## src/rtl/calc_lexer.sv

```systemverilog
// Stream calculator front end: parses ASCII literals/operators into queue commands.
// Optional CALC_DIV_EN builds the '/' and '%' datapath; otherwise those chars are illegal.
module calc_lexer #(
  parameter int W = 8
) (
  input  logic         clk,
  input  logic         rst,
  input  logic [7:0]   ch,
  input  logic         ch_valid,
  output logic         ch_ready,
  input  logic [W-1:0] q_first,
  input  logic [W-1:0] q_second,
  input  logic         q_valid,
  output logic         q_apply,
  output logic [2:0]   q_op,
  output logic [W-1:0] q_in,
  output logic         err,
  output logic [1:0]   err_code
);

  localparam logic [2:0] S_IDLE   = 3'd0;
  localparam logic [2:0] S_NUM    = 3'd1;
  localparam logic [2:0] S_ISSUE  = 3'd2;
  localparam logic [2:0] S_SETTLE = 3'd3;
  localparam logic [2:0] S_ERR    = 3'd4;

  localparam logic [2:0] OP_ADD  = 3'd0;
  localparam logic [2:0] OP_SUB  = 3'd1;
  localparam logic [2:0] OP_MUL  = 3'd2;
  localparam logic [2:0] OP_DIV  = 3'd3;
  localparam logic [2:0] OP_MOD  = 3'd4;
  localparam logic [2:0] OP_PUSH = 3'd5;
  localparam logic [2:0] OP_DROP = 3'd6;

  logic [2:0]   state_q, state_d;
  logic [W-1:0] acc_q, acc_d;
  logic         pend_vld_q, pend_vld_d;
  logic [2:0]   pend_op_q, pend_op_d;
  logic         q_apply_q, q_apply_d;
  logic [2:0]   q_op_q, q_op_d;
  logic [W-1:0] q_in_q, q_in_d;
  logic         err_q, err_d;
  logic [1:0]   err_code_q, err_code_d;

  logic         is_digit, is_sep, is_op, accept, div0;
  logic [3:0]   digit;
  logic [2:0]   ch_op, issue_op;
  logic [W+3:0] acc_next;
  logic [W-1:0] alu_res;

  function automatic logic [W-1:0] alu(input logic [2:0] op, input logic [W-1:0] a,
                                       input logic [W-1:0] b);
    alu = '0;
    case (op)
      OP_ADD: alu = a + b;
      OP_SUB: alu = a - b;
      OP_MUL: alu = a * b;
`ifdef CALC_DIV_EN
      OP_DIV: alu = (b == '0) ? '0 : a / b;
      OP_MOD: alu = (b == '0) ? '0 : a % b;
`endif
      default: alu = '0;
    endcase
  endfunction

  always_comb begin
    is_digit = (ch >= 8'h30) && (ch <= 8'h39);
    is_sep   = (ch == 8'h20) || (ch == 8'h0a);
    digit    = ch[3:0];
    is_op    = 1'b1;
    ch_op    = OP_ADD;
    case (ch)
      8'h2b: ch_op = OP_ADD;
      8'h2d: ch_op = OP_SUB;
      8'h2a: ch_op = OP_MUL;
`ifdef CALC_DIV_EN
      8'h2f: ch_op = OP_DIV;
      8'h25: ch_op = OP_MOD;
`endif
      8'h64: ch_op = OP_DROP;
      default: is_op = 1'b0;
    endcase
  end

  // SETTLE issues the operator held back behind a push; otherwise it comes straight from ch.
  always_comb begin
    issue_op = (state_q == S_SETTLE) ? pend_op_q : ch_op;
    alu_res  = alu(issue_op, q_first, q_second);
    div0     = 1'b0;
`ifdef CALC_DIV_EN
    div0     = ((issue_op == OP_DIV) || (issue_op == OP_MOD)) && (q_second == '0);
`endif
    acc_next = (W+4)'(acc_q) * (W+4)'(10) + (W+4)'(digit);
  end

  assign ch_ready = (state_q == S_IDLE) || (state_q == S_NUM) || (state_q == S_ERR);
  assign accept   = ch_valid && ch_ready;

  always_comb begin
    state_d    = state_q;
    acc_d      = acc_q;
    pend_vld_d = pend_vld_q;
    pend_op_d  = pend_op_q;
    q_apply_d  = 1'b0;
    q_op_d     = q_op_q;
    q_in_d     = q_in_q;
    err_d      = err_q;
    err_code_d = err_code_q;
    case (state_q)
      S_IDLE, S_NUM: begin
        if (accept) begin
          if (is_digit) begin
            if (state_q == S_IDLE) begin
              acc_d   = W'(digit);
              state_d = S_NUM;
            end else if (acc_next[W+3:W] != '0) begin
              state_d    = S_ERR;
              err_d      = 1'b1;
              err_code_d = 2'd2;
            end else begin
              acc_d = acc_next[W-1:0];
            end
          end else if (is_sep || is_op) begin
            if (state_q == S_NUM) begin
              q_apply_d  = 1'b1;
              q_op_d     = OP_PUSH;
              q_in_d     = acc_q;
              pend_vld_d = is_op;
              pend_op_d  = ch_op;
              state_d    = S_ISSUE;
            end else if (is_op) begin
              if (div0) begin
                state_d    = S_ERR;
                err_d      = 1'b1;
                err_code_d = 2'd2;
              end else begin
                q_apply_d = 1'b1;
                q_op_d    = ch_op;
                q_in_d    = alu_res;
                state_d   = S_ISSUE;
              end
            end
          end else begin
            state_d    = S_ERR;
            err_d      = 1'b1;
            err_code_d = 2'd1;
          end
        end
      end
      S_ISSUE: state_d = S_SETTLE;
      S_SETTLE: begin
        if (!q_valid) begin
          state_d    = S_ERR;
          err_d      = 1'b1;
          err_code_d = 2'd3;
        end else if (pend_vld_q) begin
          pend_vld_d = 1'b0;
          if (div0) begin
            state_d    = S_ERR;
            err_d      = 1'b1;
            err_code_d = 2'd2;
          end else begin
            q_apply_d = 1'b1;
            q_op_d    = pend_op_q;
            q_in_d    = alu_res;
            state_d   = S_ISSUE;
          end
        end else begin
          state_d = S_IDLE;
        end
      end
      S_ERR:   state_d = S_ERR;
      default: state_d = S_IDLE;
    endcase
  end

  always_ff @(posedge clk or posedge rst) begin
    if (rst) begin
      state_q    <= S_IDLE;
      acc_q      <= '0;
      pend_vld_q <= 1'b0;
      pend_op_q  <= OP_ADD;
      q_apply_q  <= 1'b0;
      q_op_q     <= 3'd0;
      q_in_q     <= '0;
      err_q      <= 1'b0;
      err_code_q <= 2'd0;
    end else begin
      state_q    <= state_d;
      acc_q      <= acc_d;
      pend_vld_q <= pend_vld_d;
      pend_op_q  <= pend_op_d;
      q_apply_q  <= q_apply_d;
      q_op_q     <= q_op_d;
      q_in_q     <= q_in_d;
      err_q      <= err_d;
      err_code_q <= err_code_d;
    end
  end

  assign q_apply  = q_apply_q;
  assign q_op     = q_op_q;
  assign q_in     = q_in_q;
  assign err      = err_q;
  assign err_code = err_code_q;

endmodule

```

## config.mk

```make
export PLATFORM = sky130hd
export DESIGN_NAME = calc_lexer
export DESIGN_NICKNAME = d
export VERILOG_FILES = /design/src/rtl/calc_lexer.sv
export SDC_FILE = /design/constraint.sdc
export NUM_CORES = 1
export LEC_CHECK = 0
export CAP_MARGIN = 20
export CORE_ASPECT_RATIO = 1.25
export CORE_UTILIZATION = 57
export DETAILED_ROUTE_END_ITERATION = 10
export GPL_TIMING_DRIVEN = 0
export PLACE_DENSITY = 0.8
export SYNTH_ARGS = -nofsm -noshare
export SYNTH_HDL_FRONTEND = slang
export SYNTH_SLANG_ARGS = --single-unit
```

## constraint.sdc

```tcl
create_clock -name clk -period 4.5 [get_ports clk]
set_input_delay 0.675 -clock clk [delete_from_list [all_inputs] [get_ports clk]]
set_output_delay 0.675 -clock clk [all_outputs]
set_load 0.02 [all_outputs]
```

== Word-level counts from Yosys, hierarchy flattened ==
Cells that the tools add are included.

* Add/subtract/negate cells: 3
* $mul: 2
* $lt $le $gt $ge: 2
* Equality and inequality tests: 26
* Multiplexer cells: 60
* Bitwise logic cells: 1
* Reductions and logical operators: 18

{| class="wikitable"
|+ Operator list
! cell !! number
|-
| 8-bit two-way mux || 9
|-
| 3-bit two-way mux || 16
|-
| 8-bit by 6-bit == test with 1-bit output (second input constant) || 4
|-
| 8-bit case mux with 3 select lines || 1
|-
| 1-bit two-way mux || 19
|-
| 2-bit != test (second input constant) || 8
|-
| 8-bit case mux with 2 select lines || 1
|-
| 2-bit two-way mux || 7
|-
| 12-bit by 4-bit adder with 12-bit output || 1
|-
| 3-bit != test (second input constant) || 4
|-
| 3-bit case mux with 4 select lines || 1
|-
| 6-bit AND reduction || 2
|-
| 8-bit by 3-bit multiplier with 11-bit output (second input constant) || 1
|-
| 3-bit by 2-bit == test with 1-bit output (second input constant) || 3
|-
| 3-bit case mux with 3 select lines || 1
|-
| 8-bit adder || 1
|-
| 8-bit by 4-bit == test with 1-bit output (second input constant) || 1
|-
| 8-bit by 7-bit == test with 1-bit output (second input constant) || 1
|-
| 8-bit by 6-bit >= comparator with 1-bit output (second input constant) || 1
|-
| 8-bit by 6-bit <= comparator with 1-bit output (second input constant) || 1
|-
| 8-bit by 8-bit multiplier with 8-bit output || 1
|-
| 8-bit subtractor || 1
|-
| 7-bit AND reduction || 1
|-
| 3-bit by 1-bit == test with 1-bit output (second input constant) || 2
|-
| 17 further kinds || 24
|}

* Bits in registers: 30
* Bits of input ports: 28
* Output and inout bits: 16
* Word-level logic and storage cells: 121

== Logic depth before layout (Yosys ltp) ==
Gate-level depths: netlist (run 1).

* Depth in word-level cells: 11
* Depth in mapped cells: 18
* Gate-level depth less buffers: 17

== Worst setup path before layout (run 1) ==
Ideal clock, no wire load.

* Kind: input to register
* Start: in q_second[2]
* End: reg q_in_q[7] (netlist: q_in[7])
* Setup time: 121 ps
* Arrival: 4133 ps
* Data required time: 4379 ps
* Path slack: 246 ps
* Cell stages on the path: 14
* Cell sequence: clkbuf_1 -> nand2_1 -> fa_1 -> fa_1 -> inv_1 -> fa_1 -> fa_1 -> xnor2_1 -> xnor2_1 -> xnor3_1 -> xnor3_1 -> a31oi_1 -> o21ai_0 -> a22o_1

* Cells in the longest elaborated chain, start to end: 8
* Elaborated cells on any way between the ends: 12

{| class="wikitable"
|+ RTL lines
! item !! RTL line !! source
|-
| from (decl) || 12 || <nowiki>input logic [W-1:0] q_second,</nowiki>
|-
| 8-bit by 8-bit multiplier with 8-bit output, or another cell as far along || 57 || <nowiki>OP_MUL: alu = a * b;</nowiki>
|-
| 8-bit case mux with 3 select lines (*) || 54 || <nowiki>case (op)</nowiki>
|-
| 8-bit two-way mux || 131 || <nowiki>end else if (is_op) begin</nowiki>
|-
| 8-bit two-way mux || 124 || <nowiki>if (state_q == S_NUM) begin</nowiki>
|-
| 8-bit two-way mux || 123 || <nowiki>end else if (is_sep || is_op) begin</nowiki>
|-
| 8-bit two-way mux || 112 || <nowiki>if (is_digit) begin</nowiki>
|-
| 8-bit two-way mux || 111 || <nowiki>if (accept) begin</nowiki>
|-
| 8-bit case mux with 2 select lines (*) || 109 || <nowiki>case (state_q)</nowiki>
|-
| to (signal assigned) || 195 || <nowiki>q_in_q <= q_in_d;</nowiki>
|-
| to (decl) || 41 || <nowiki>logic [W-1:0] q_in_q, q_in_d;</nowiki>
|}

Every way passes the cells marked *; elsewhere a longest branch is shown, timed or not. The select of a mux whose other input is x is not followed.
A chain may end at the register's enable or synchronous reset.

== Final worst setup path (run 1) ==
* Start: in q_first[3]
* End: reg q_in_q[7] (netlist: q_in[7])

* Cells in the longest elaborated chain, start to end: 8
* Elaborated cells on any way between the ends: 12

{| class="wikitable"
|+ RTL lines
! item !! RTL line !! source
|-
| from (decl) || 11 || <nowiki>input logic [W-1:0] q_first,</nowiki>
|-
| 8-bit by 8-bit multiplier with 8-bit output, or another cell as far along || 57 ||
|-
| 8-bit case mux with 3 select lines (*) || 54 ||
|-
| 8-bit two-way mux || 131 ||
|-
| 8-bit two-way mux || 124 ||
|-
| 8-bit two-way mux || 123 ||
|-
| 8-bit two-way mux || 112 ||
|-
| 8-bit two-way mux || 111 ||
|-
| 8-bit case mux with 2 select lines (*) || 109 ||
|}

Marked as above.

==> summary.md, run 1 <==
| Metric | Value |
|---|---|
| Clock Skew | 0.00462 ns |
| # fillers | 467 |
| Final nets | around 540 |
| CTS tree | built |
| Antenna Cells | 0 |
| Fin crit period | between 4 and 5 ns |
| Hold Path Class | reg -> reg |
| HPWL Detailed | 7000 um |
| Antenna Nets Post-Route | 0 |
| Syn nets | between 400 and 500 |
| Clock latency on the worst-skew pair | ~0.28 ns |
| Final hold vios | 0 |
| Slew headroom | a little under three fifths |
| Hold-fix buffers, CTS | 0 |
| I/O Buffers | 40 |
| Worst slew pin tran | around 0.63 ns |
| CP Data Required Time | roughly 4.7 ns |
| Largest net degree at the start of global routing | 20 |
| Synth Register Bits | 30 |
| Vias in the first global route | a little over 3000 |
| TritonCTS buffer count | 5 |
| CP peak stage delay | roughly 0.55 ns |
| Yosys cell types | roughly 60 |
| Slowest CP cell | fa_1 |
| CP Max Fanout | 6 |
| Starting DRC count in detailed routing | 119 |
| Post-synth ARST share | 100% |
| Core area | about 5900 um2 |
| Fin util | 70.0% |
| Synthesis-to-finish area growth | 17.4% |
| Crit path cell chain | clkdlybuf4s15_1, nand2_1, fa_1, fa_1, inv_1, fa_1, fa_1, ha_1, a21oi_2, xnor3_1, a31oi_1, o21ai_0, a22o_1 |
| Final period util | between 90 and 100% |
| Worst-path clk slew | roughly 0.060 ns |
| Vias | ~3100 |
| Clock Tree Buf Depth | 2 |
| CP most frequent cell | fa_1 |
| Detailed Routing Iterations Pass 1 | 7 |
| Max-cap violations | 0 |
| Tot GR Track Use | approximately 29% |
| Final wirelength | between 8000 and 9000 um |
| Layout cells sized above 1 | under 10% |
| Setup Fix Bufs, Post-CTS | 0 |
| First-pass GRT wire length | around 14000 um |
| CP Launch Type | primary input |
| Post-Syn Area | 3490 um2 |
| Gr ovfl total | 0 |
| VDD IR max | roughly 0.00042 V |
| I/O Pins | 44 |
| Gate Count Post-Synth | 406 |
| Initial antenna violation count | 0 |
| Initial core utilization | 59.6% |
| Die width | about 72 um |
| Status | completed |
| GP Congestion | roughly 0.91 |
| Post-synth top flop | dfrtp_1 |
| Syn Area/Cell | 8.60 um2 |
| PwrDens | between 400 and 500 nW/um2 |
| Vias/cell | just under 6 |
| Full die area | 6440 um2 |
| Number of remaining DRC errors | 0 |
| Setup TNS | 0 ns |
| WP data arrival | 4.55 ns |
| F_max | ~0.23 GHz |
| Clk Tree Root Cell | clkbuf_8 |
| Seq/Total Area, Yosys | between 20% and 30% |
| Wire per inst | between 15 and 20 um |
| Clock Sinks | 30 |
| Die height | 89.5 um |
| Setup violators final | 0 |
| Post-synth EDFFs | 0 |
| # rows | 31 |
| H-tree depth | 2 |
| Leak pwr | between 1.5 and 2 nW |
| Crit. End Element | register |
| Crit Path Class | in -> reg |
| Synthesis Warnings | 0 |
| Slew Limit Fails | 0 |
[per-stage QoR]
stage,setup slack (ns),hold slack (ns),instances,total power [mW],area (um2)
floorplan,0.246,0.466,406,1.19,3490
global route,-0.000102,0.498,535,1.81,4100
CTS,0.0127,0.472,535,1.66,4100
global placement,-0.582,0.451,528,1.39,3990
finish,0.121,0.466,535,1.66,4100
detailed placement,-0.636,0.451,529,1.43,4020
[metal layers]
metal / part of all wire (%) / global-route usage (%) / up-vias
li1: - / - / 1506
met1: 40 / 32.1 / 1483
met2: 53 / 56.3 / 113
met3: 4.7 / 2.71 / 12
met4: 1.8 / 9.63 / 0
met5: 0 / 0 / -
[Yosys cell counts, types with 3 or more instances]
| cell | number | share of area [%] |
|---|---|---|
| o21ai_0 | 18 | 2.6 |
| nand2_1 | 44 | 4.7 |
| xnor3_1 | 3 | 1.9 |
| a21oi_1 | 23 | 3.3 |
| ha_1 | 40 | 14 |
| a21o_1 | 6 | 1.3 |
| a2bb2oi_1 | 6 | 1.5 |
| fa_1 | 15 | 8.6 |
| nor3_1 | 7 | 1.0 |
| a22oi_1 | 4 | 0.86 |
| nor2b_1 | 5 | 0.90 |
| dfrtp_1 | 30 | 22 |
| clkbuf_1 | 11 | 1.2 |
| o22ai_1 | 4 | 0.72 |
| nor2_1 | 32 | 3.4 |
| xnor2_1 | 21 | 5.3 |
| and2_1 | 12 | 2.2 |
| xor2_1 | 8 | 2.0 |
| a31oi_1 | 6 | 1.1 |
| mux2i_1 | 3 | 0.86 |
| nand3_1 | 8 | 1.1 |
| nand2b_1 | 4 | 0.72 |
| inv_1 | 40 | 4.3 |
| mux2_2 | 10 | 3.2 |
[critical path: cells and delay by family]
family	cells	cell delay (ns)
AND/OR/NAND/NOR	1	0.12
buffers and inverters	2	0.37
adder cells (fa/ha/maj)	5	2.35
AO/OA/AOI/OAI	4	0.68
XOR/XNOR	1	0.34
[cells in the final DEF (no fill, tap or decap), types with 7 or more instances in the layout]
master           Yosys  routed
xor2_1               8       8
nand3_1              8       8
xnor2_1             21      21
and2_1              12      12
o21ai_0             18      18
clkdlybuf4s50_1      0      34
nor3_1               7       7
a21oi_1             23      22
inv_1               40      40
mux2_2              10      10
clkbuf_1            11       8
nand2_1             44      44
fa_1                15      15
ha_1                40      40
dfrtp_1             30      30
nor2_1              32      32
[path summary, 6_finish.rpt]
kind / from / to / slack, ns / cells after the start
min in group asynchronous: rst / q_op[2]$_DFFE_PP0P_ / 0.78 / 2
max reg2reg: acc_q[3]$_DFFE_PP0P_ / acc_q[2]$_DFFE_PP0P_ / 0.93 / 10
min reg2reg: err$_DFFE_PP0P_ / err$_DFFE_PP0P_ / 0.47 / 1
min: err$_DFFE_PP0P_ / err$_DFFE_PP0P_ / 0.47 / 1
max: q_first[3] / q_in[7]$_DFFE_PP0P_ / 0.12 / 13
max in group asynchronous: rst / q_in[7]$_DFFE_PP0P_ / 3.21 / 3
[registers in the layout, indices dropped and copies added (netlist names)]
| register | cells |
|---|---|
| acc_q | 8 |
| q_in | 8 |
| pend_op_q | 3 |
| q_op | 3 |
| state_q | 3 |
| err_code | 2 |
| err | 1 |
| pend_vld_q | 1 |
| q_apply | 1 |
[logic make-up after synthesis]
logic type | synth area share (%)
compound gates | 18.1
simple gates | 18.4
fa+ha+maj | 22.9
xor+xnor | 9.21
flops | 21.5
buf+inv | 5.73
mux | 4.09
[report_power, final]
group,internal (mW),switching (mW)
Combinational,0.494,0.593
Clock,0.118,0.101
Sequential,0.308,0.0510
Total,0.920,0.745
[layout make-up]
| class | instances | area (um2) | area share, % |
|---|---|---|---|
| buffer | 12 | 52.6 | 1.28 |
| clock buffer | 6 | 82.6 | 2.02 |
| inverter | 41 | 154 | 3.76 |
| multi-input combinational | 323 | 2540 | 62.1 |
| sequential | 30 | 751 | 18.3 |
| tap | 82 | 103 | 2.50 |
| timing repair buffer | 41 | 412 | 10.0 |
[repair_timing]
item,CTS,global route
cloned,0,0
setup endpoints to repair,1,1
resized for setup,8,14
Power figures use the tool's default switching activity.
==> run 2, diff against run 1 <==
==> constraint.sdc (replaced) <==
create_clock -name clk -period 4.5 [get_ports clk]
set_input_delay 0.45 -clock clk [delete_from_list [all_inputs] [get_ports clk]]
set_output_delay 0.45 -clock clk [all_outputs]
set_load 0.02 [all_outputs]
==> run 2 against run 1 <==
Against the previous run:
- die area is the same
- register-to-register slack is essentially flat
- clock skew is essentially flat
- largest cell class unchanged
- largest power group unchanged
- highest routed layer unchanged
==> summary.md, run 2 (synthesis gave the netlist of run 1 again) <==
| Metric | Value |
|---|---|
| Status | completed |
| Final nets | 537 (unchanged) |
| Hold Slack | 0.466 ns (-0.000351 ns) |
| Slowest CP cell | clkdlybuf4s50_1 |
| # fillers | 460 (-1.5%) |
| Hold Path End | err$_DFFE_PP0P_ |
| VDD IR max | 0.000422 V (+0.12%) |
| Tot GR Track Use | 28.6% (unchanged) |
| Synthesis-to-finish area growth | 17.7% |
| Final wirelength | 8630 um (unchanged) |
| RSZ-0062 raised after global routing | false |
| Hold-fix buffers, CTS | 0 (unchanged) |
| CP Data Required Time | 4.67 ns (about the same) |
| Total design power | 1.67 mW (+0.14%) |
| Place WS | -0.411 ns (+0.225 ns) |
| HPWL Detailed | 7000 um (unchanged) |
| H-tree depth | 2 (unchanged) |
| Vias/cell | 5.84 (+0.32%) |
| Worst reg-to-reg setup slack | 0.93 ns (about the same) |
| # rows | 31 (unchanged) |
| Die width | 72.0 um (unchanged) |
| Max-cap violations | 0 (unchanged) |
| Buffers and inverters on the worst path | 5 (+3) |
| Number of remaining DRC errors | 0 (unchanged) |
| Clock latency on the worst-skew pair | 0.28 ns (about the same) |
| Crit. End Element | register |
| I/O Pins | 44 (unchanged) |
| F_max | 0.231 GHz (+1.3%) |
| Layout cells sized above 1 | 5.30% (-1.3 points) |
| First-pass GRT wire length | 14100 um (unchanged) |
| TritonCTS buffer count | 5 (unchanged) |
| Full die area | 6440 um2 (unchanged) |
| Clk Tree Root Cell | clkbuf_8 |
| R2r endpoint | acc_q[2]$_DFFE_PP0P_ |
| Vias in the first global route | 3089 (unchanged) |
| Post-route setup slack | 0.180 ns (+0.0583 ns) |
| Core area | 5860 um2 (unchanged) |
| Clock Tree Buf Depth | 2 (unchanged) |
| Detailed Routing Iterations Pass 1 | 5 (-2) |
| Final period util | 96.0% (-1.3 points) |
| Wire per inst | 16.1 um (unchanged) |
| CP Launch Type | primary input |
| Vias | 3124 (+0.32%) |
| Initial core utilization | 59.6% (unchanged) |
| Reg-to-reg startpoint | acc_q[3]$_DFFE_PP0P_ |
| WP data arrival | 4.49 ns (-0.06 ns) |
| Top delay family on crit path | adder cells |
| GP Congestion | 0.909 (unchanged) |
| Hold path depth | 1 (unchanged) |
| Worst-path clk slew | 0.06 ns (about the same) |
| Antenna Nets Post-Route | 0 (unchanged) |
| Hold Path Class | reg -> reg |
| CTS tree | built |
| Gr ovfl total | 0 (unchanged) |
| Worst Reg-to-Reg Cells | 10 (unchanged) |
| Slew headroom | 57.4% (+0.14 points) |
| Commonest non-fill, non-tap cell in the layout | nand2_1 |
| I/O Buffers | 40 (unchanged) |
| Antenna Cells | 0 (unchanged) |
| Setup violators final | 0 (unchanged) |
| CP Max Fanout | 9 (+3) |
| Initial antenna violation count | 0 (unchanged) |
| Die height | 89.5 um (unchanged) |
| Crit path cell chain | clkdlybuf4s50_1, clkbuf_1, nand2_1, fa_1, inv_1, ha_1, inv_1, fa_1, inv_1, ha_1, a21o_1, a21oi_2, xnor3_1, a31oi_1, o21ai_0, a22o_1 |
| Hold Crit Start | err$_DFFE_PP0P_ |
| CP most frequent cell | inv_1 |
| Placed instance count | 529 (unchanged) |
| Worst slew pin tran | 0.635 ns (+0.000597 ns) |
| Most frequent cells in the layout | 44 x nand2_1, 40 x inv_1, 40 x ha_1 |
| Register area | 751 um2 (unchanged) |
| Clock Skew | 0.00426 ns (-0.000365 ns) |
| PwrDens | 406 nW/um2 (-0.14%) |
| Starting DRC count in detailed routing | 120 (+0.84%) |
| Final hold vios | 0 (unchanged) |
| CP peak stage delay | 0.53 ns (-0.02 ns) |
| Fin crit period | 4.32 ns (-0.0583 ns) |
| Multi-input gate area in the final layout | 2540 um2 (unchanged) |
| Non-Filler Instances | 535 (unchanged) |
| Crit Path Class | in -> reg |
| Slew Limit Fails | 0 (unchanged) |
| Leak pwr | 1.97 nW (+0.49%) |
| Clock Sinks | 30 (unchanged) |
| Largest net degree at the start of global routing | 20 (unchanged) |
[run 2: cell count changes in the layout (fill, tap and decap cells not counted), sizes merged]
cell	delta
clkdlybuf4s50	+1
clkbuf	-3
dlymetal6s2s	+2
dlygate4sd2	+2
clkdlybuf4s15	-2
[run 2: area by class of cell]
class                      count  area share, %
sequential                    30           18.3
multi-input combinational    323           61.9
timing repair buffer          41           10.4
clock buffer                   6           2.01
inverter                      41           3.75
tap                           82           2.50
buffer                        12           1.13
[run 2: worst max path at each step]
stage | startpoint | end | slack (ns) | cells after the start
2_1_floorplan | q_second[2] | q_in[7]$_DFFE_PP0P_ | 0.47 | 14
3_3_place_gp | q_second[4] | q_in[7]$_DFFE_PP0P_ | -0.36 | 13
3_5_place_dp | q_first[2] | q_in[7]$_DFFE_PP0P_ | -0.41 | 13
4_1_cts | q_first[3] | q_in[7]$_DFFE_PP0P_ | 0.03 | 13
5_1_grt | q_second[0] | q_in[7]$_DFFE_PP0P_ | 0.0009 | 16
6_report | q_second[0] | q_in[7]$_DFFE_PP0P_ | 0.18 | 16
[run 2: report_power, final]
part	internal [mW]	switching (mW)
Clock	0.118	0.101
Sequential	0.308	0.0516
Combinational	0.494	0.594
[run 2: what timing repair did]
| action | 4_1_cts | 5_1_grt |
|---|---|---|
| setup endpoints to repair | 1 | 1 |
| gates resized for setup | 4 | 2 |
| setup buffers | 0 | 0 |
[run 2: stage by stage]
step / cell area, um2 / util [%] / TNS (ns)
floorplan: 3490 / - / 0
global placement: 3990 / 68.2 / -0.357
detailed placement: 4020 / 68.7 / -0.411
CTS: 4100 / 70.1 / 0
global route: 4110 / 70.2 / 0
finish: 4110 / 70.2 / 0
[run 2: worst register-to-register path, stage by stage, from the launching register on]
cell and delay [ns]:
dfrtp_1 0.42, ha_1 0.29, ha_1 0.23, fa_1 0.44
nand4b_1 0.20, or3_1 0.32, o32a_1 0.33, a2111oi_4 0.39
o21ai_2 0.14, a21oi_4 0.32, mux2_2 0.38
[run 2: layer usage]
metal	part of all wire, %	vias to the layer above	routed length, um	GRT usage (%)
met5	0	-	0	0
met4	1.9	0	161	9.63
met3	3.8	14	324	2.71
met2	53	106	4620	56.3
met1	41	1496	3530	32.1
li1	-	1508	-	-
